<file path="src/rtl/reg_mem_fifo_ctrl.sv">
// reg_mem_fifo_ctrl: valid/ready FIFO controller that owns the single reg_mem port.
// Memory holds 2**ADDR_BITS words; a registered output stage holds one more.
module reg_mem_fifo_ctrl #(
   parameter int DATA_WIDTH = 8,
   parameter int ADDR_BITS  = 5
) (
   input  logic                  clk,
   input  logic                  rst_n,
   input  logic                  in_valid,
   input  logic [DATA_WIDTH-1:0] in_data,
   output logic                  in_ready,
   output logic                  out_valid,
   output logic [DATA_WIDTH-1:0] out_data,
   input  logic                  out_ready,
   output logic [ADDR_BITS-1:0]  mem_addr,
   output logic [DATA_WIDTH-1:0] mem_data_in,
   output logic                  mem_wen,
   input  logic [DATA_WIDTH-1:0] mem_data_out,
   output logic [ADDR_BITS:0]    count,
   output logic                  full,
   output logic                  empty
);
   localparam logic [ADDR_BITS:0] DEPTH = (ADDR_BITS+1)'(2**ADDR_BITS);
   logic [ADDR_BITS-1:0]  wr_ptr_q, wr_ptr_d, rd_ptr_q, rd_ptr_d;
   logic [ADDR_BITS:0]    mem_cnt_q, mem_cnt_d;
   logic                  out_valid_q, out_valid_d;
   logic [DATA_WIDTH-1:0] out_data_q, out_data_d;
   logic                  rd_sel, wr_fire;
   // Refilling the output register takes the port ahead of any producer write.
   always_comb begin
      rd_sel      = (mem_cnt_q != '0) && (!out_valid_q || out_ready);
      full        = mem_cnt_q == DEPTH;
      in_ready    = rst_n && !full && !rd_sel;
      wr_fire     = in_valid && in_ready;
      mem_wen     = wr_fire;
      mem_addr    = wr_fire ? wr_ptr_q : rd_ptr_q;
      mem_data_in = in_data;
      count       = mem_cnt_q + (ADDR_BITS+1)'(out_valid_q);
      empty       = count == '0;
      out_valid   = out_valid_q;
      out_data    = out_data_q;
      wr_ptr_d    = wr_fire ? wr_ptr_q + ADDR_BITS'(1) : wr_ptr_q;
      rd_ptr_d    = rd_sel ? rd_ptr_q + ADDR_BITS'(1) : rd_ptr_q;
      mem_cnt_d   = wr_fire ? mem_cnt_q + (ADDR_BITS+1)'(1) :
                    rd_sel  ? mem_cnt_q - (ADDR_BITS+1)'(1) : mem_cnt_q;
      out_valid_d = rd_sel || (out_valid_q && !out_ready);
      out_data_d  = rd_sel ? mem_data_out : out_data_q;
   end
   always_ff @(posedge clk or negedge rst_n) begin
      if (!rst_n) begin
         wr_ptr_q    <= '0;
         rd_ptr_q    <= '0;
         mem_cnt_q   <= '0;
         out_valid_q <= 1'b0;
         out_data_q  <= '0;
      end else begin
         wr_ptr_q    <= wr_ptr_d;
         rd_ptr_q    <= rd_ptr_d;
         mem_cnt_q   <= mem_cnt_d;
         out_valid_q <= out_valid_d;
         out_data_q  <= out_data_d;
      end
   end
endmodule

</file>
<file path="config.mk">
export PLATFORM = sky130hd
export DESIGN_NAME = reg_mem_fifo_ctrl
export DESIGN_NICKNAME = d
export VERILOG_FILES = /design/src/rtl/reg_mem_fifo_ctrl.sv
export SDC_FILE = /design/constraint.sdc
export NUM_CORES = 1
export LEC_CHECK = 0
export ABC_AREA = 1
export ABC_CLOCK_PERIOD_IN_PS = 2930
export BUFFER_PORTS_ARGS = -buffer_cell sky130_fd_sc_hd__buf_2
export CORE_MARGIN = 2
export CORE_UTILIZATION = 49
export CTS_CLUSTER_SIZE = 20
export DETAILED_ROUTE_END_ITERATION = 8
export PLACE_DENSITY = 0.8
export SLEW_MARGIN = 20
export SYNTH_ARGS = -nofsm -noshare
export SYNTH_HDL_FRONTEND = slang
export SYNTH_SLANG_ARGS = --single-unit
</file>
<file path="constraint.sdc">
create_clock -name clk -period 2.93 [get_ports clk]
set_input_delay 0 -clock clk [delete_from_list [all_inputs] [get_ports clk]]
set_output_delay 0 -clock clk [all_outputs]
set_load 0.05 [all_outputs]
</file>
Word level (Yosys, flattened, before mapping)
Cells that the tools add are included.

cells by class
  mux-type cells = 3
  add/sub/neg operators = 5
  reduce and logical (&&, ||, !) cells = 14
  equal/unequal tests = 1

operator list
  operator             count
  $mux 6               2
  $add 5x1->5 const B  2
  $add 6x1->6          1
  $add 6x1->6 const B  1
  $eq 6x6->1 const B   1
  $logic_not 6->1      1
  $reduce_bool 6->1    1
  $sub 6x1->6 const B  1
  $logic_and 1x1->1    5
  $mux 5               1
  $logic_not 1->1      4
  $logic_or 1x1->1     2
  $reduce_bool 2->1    1

word-level totals
  input port bits = 20
  register bits = 25

Depth between registers and ports, before layout
  word-level depth = 7
  gate-level depth with buffers = 15
  gate-level depth less buffers = 14

Least setup slack after synthesis
OpenSTA, ideal clock, no wires.

  path kind = register to output
  start = reg out_valid_q (netlist: out_valid)
  end = out empty
  stages on the path, launching flop included = 7
  required time = 2.930 ns
  path buffers = 0
  arrival time = 2.740 ns
  slack = 0.190 ns
  path through = dfrtp_1 -> ha_1 -> ha_1 -> xor2_1 -> nor3_1 -> nand2_1 -> nor3_1

between the ends
  word-level cells in the longest chain between the ends = 2

RTL lines
  element                 line  RTL
  start, declared         26    logic out_valid_q, out_valid_d;
  start signal, assigned  60    out_valid_q <= out_valid_d;
  $add 6x1->6             38    count = mem_cnt_q + (ADDR_BITS+1)'(out_valid_q);
  via count[2]            19    output logic [ADDR_BITS:0] count,
  $logic_not 6->1         39    empty = count == '0;
  end, declared           21    output logic empty

The timed path passes the listed nets, and every way through them passes these cells.

Final worst setup path
  start = reg mem_cnt_q[3]
  end = reg mem_cnt_q[5]

between the ends
  word-level cells in the longest chain between the ends = 6

RTL lines
  element                                              line  RTL
  start, declared                                      25    logic [ADDR_BITS:0] mem_cnt_q, mem_cnt_d;
  start signal, assigned                               59    mem_cnt_q <= mem_cnt_d;
  branches (longest 6 deep; another with $sub 6x1->6)  -

Several ways; the timed one is not identified. The select of a mux whose other input is x is not followed.
A chain may end at the register's enable or synchronous reset.

==> metrics.txt <==
area occupied by multi-input gates=a little over 700 um2; Ports=52; synthesized net count=around 200; setup bufs post-CTS=0; Crit. Startpoint=mem_cnt_q[3]; worst-path fanout max=21; Ys Warns=0; Nets=between 200 and 250; critical setup path kind=flip-flop to flip-flop; Fin Clk Skew=roughly 0.0032 ns; 1st-pass router iterations=6; vias per std cell=around 5; setup tns final=0 ns; Hold/Removal Path Class=input port to primary output; Worst-path clk slew=0.14 ns; Die X=between 50 and 60 um; layout filler cell count=260; critical path endpoint category=flip-flop; Hold Path Sink=mem_data_in[2]; core area=2810 um2; CP arrival=about 2.7 ns; RSZ-0062 raised after global routing=no; CTS Sinks=25; first-pass GRT wire length=~4900 um; Max Cap Viol=0; WHS=between 0.000015 and 0.00002 ns; path depth of the worst reg2reg path=13; Tmin final=2.45 ns; antenna cells=0; commonest non-fill, non-tap cell in the layout=nand2_1; Reg-to-Reg End=mem_cnt_q[5]; total track usage=18.0%; final weighted congestion in routability-driven placement=between 0.8 and 0.9; Max Slew Vio Count=0; H-tree depth=1; Setup Viol. Count Final=0; Synth Register Bits=25; Hold Crit Depth=0; antenna violations before repair=0; final wirelength=between 2000 and 3000 um; CTS tree=yes; pwr/cell area=approximately 1200 nW/um2; Num CTS Buffers=3; status=finished, violations left; Worst Path Required=between 3 and 4 ns; DRC=3; most used cell, CP=nand2_1; share of cells above drive strength 1=between 20% and 30%; Layout area overhead=17.7%; Initial Utilization=between 50% and 60%; mean area per synthesized cell=between 8 and 9 um2; CTS root buffer=clkbuf_4; largest delay contributor family on the critical path=simple AND/OR/NAND/NOR gates; largest net degree at the start of global routing=26; total gr overflow=0; CTS max path bufs=2; library cells used by synthesis=23; mapped cell area=about 1500 um2; Seq/Total Area, Yosys=between 40% and 50%; Max-slew headroom=between 70% and 80%; number of nets with antenna violations after routing=0; wire per inst=roughly 12 um; vias in the first global route=roughly 1.2k; Synth Instances=175; failing checks=DRC; CP startpoint kind=flip-flop; reg2reg start=mem_cnt_q[3]; Final Hold Fails=0; Buf/Inv on CP=0; Die Y=~59 um; FF/Latch Area=626 um2; Die Area=between 3000 and 4000 um2; crit-path cells=nor2_1, nand3_1, nand2_4, nand3_4, ha_1, a21oi_1, nand2_1, nand3_1, nand2_1, nand2_1, nand2_1, nand2_1, nand2_1; Lkg Pwr=0.000927 uW; Final period util=around 84%; actual slew at the worst max-slew pin=~0.31 ns; max incr delay on CP=between 0.4 and 0.5 ns; critical path's slowest cell=dfrtp_1; DR vias=approximately 1.2k; flop2flop setup slack=between 0.4 and 0.5 ns; Iter 0 DRT Violations=18; row count=19; Clock Latency Late Sink=0.31 ns; Hold Path Origin=in_data[2]; commonest cells after routing, fill and taps aside=nand2_1 (60), buf_2 (35), dfrtp_1 (25), inv_1 (13), nand3_1 (13); DP HPWL=~2100 um; # port buffers=35; VDD IR-drop max=slightly below 0.6 mV; Max Fclk=~410 MHz
[worst register-to-register path, cell delays in order (launching register included)]
cell	delay (ns)
dfrtp_1	0.46
nor2_1	0.19
nand3_1	0.14
nand2_4	0.22
nand3_4	0.27
ha_1	0.44
a21oi_1	0.16
nand2_1	0.09
nand3_1	0.09
nand2_1	0.06
nand2_1	0.08
nand2_1	0.06
nand2_1	0.05
nand2_1	0.05
[state kept, by name (all words and copies together) (netlist names)]
name	count
mem_cnt_q	6
out_data	8
out_valid	1
rd_ptr_q	5
wr_ptr_q	5
[Yosys cell counts]
cell type | n | area [um2]
nand2_1 | 60 | 225
dfrtp_1 | 25 | 626
inv_1 | 13 | 48.8
nand3_1 | 13 | 65.1
xor2_1 | 11 | 96.3
buf_4 | 8 | 60.1
ha_1 | 8 | 100
nor2_1 | 4 | 15.0
nor3_1 | 4 | 20.0
o21ai_2 | 4 | 35.0
xnor2_1 | 4 | 35.0
a21oi_1 | 3 | 15.0
nor2_2 | 3 | 18.8
o21ai_0 | 3 | 15.0
o21ai_1 | 3 | 15.0
inv_2 | 2 | 7.51
buf_2 | 1 | 5.00
buf_6 | 1 | 11.3
fa_1 | 1 | 20.0
nand2_2 | 1 | 6.26
nand2_4 | 1 | 11.3
nand3_4 | 1 | 17.5
nand4_1 | 1 | 6.26
[repair_timing]
item / in CTS / in global routing
hold buffers: 9 / 0
endpoints found under the hold margin: 33 / 0
resized for setup: 0 / 0
[area by class of cell]
class | instances | area share, %
clock buffer | 4 | 1.51
multi-input combinational | 125 | 41.3
tap | 31 | 2.23
inverter | 15 | 3.24
timing repair buffer | 45 | 15.7
sequential | 25 | 36.0
[worst max path at each step]
stage / endpoint / slack, ns / depth (start not counted)
global placement: mem_cnt_q[5] / 0.53 / 13
CTS: mem_cnt_q[5] / 0.50 / 13
floorplan: empty / 0.19 / 6
finish: mem_cnt_q[5] / 0.48 / 13
global route: mem_cnt_q[5] / 0.16 / 13
detailed placement: mem_cnt_q[5] / 0.52 / 13
[per-layer routing]
metal	up-vias	GRT usage (%)	routed length, um	share of wire (%)
met1	564	23.5	1390	49
met3	8	2.64	121	4.2
li1	623	-	-	-
met5	-	0	0	0
met2	30	31.1	1310	46
met4	0	5.19	31	1.1
[cells by family (layout without fill, tap and decap cells)]
logic type                 after synthesis  in the layout  share of synthesized area (%)
buffers and inverters                   25             64                           8.99
xor gates and xnor gates                15             15                           8.91
adders and majority gates                9              9                           8.14
AOI/OAI and AO/OA                       13             13                           5.43
and+or+nand+nor                         88             88                           26.1
DFF                                     25             25                           42.4
[power breakdown]
part	switching (uW)	total [uW]	internal, uW
sequential	144	629	484
clock	99.8	153	53.0
combinational	952	1350	393
total	1200	2130	931
[through the flow]
stage | std cells | area (um2) | power, uW | utilization, % | setup WS [ns]
after CTS | 245 | 1740 | 2130 | 61.9 | 0.503
after global placement | 232 | 1620 | 1950 | 57.8 | 0.525
final | 245 | 1740 | 2130 | 61.9 | 0.479
after floorplan | 175 | 1480 | 1740 | - | 0.190
after detailed placement | 232 | 1620 | 1970 | 57.8 | 0.519
after global routing | 245 | 1740 | 2300 | 61.9 | 0.159
Power figures use the tool's default switching activity.
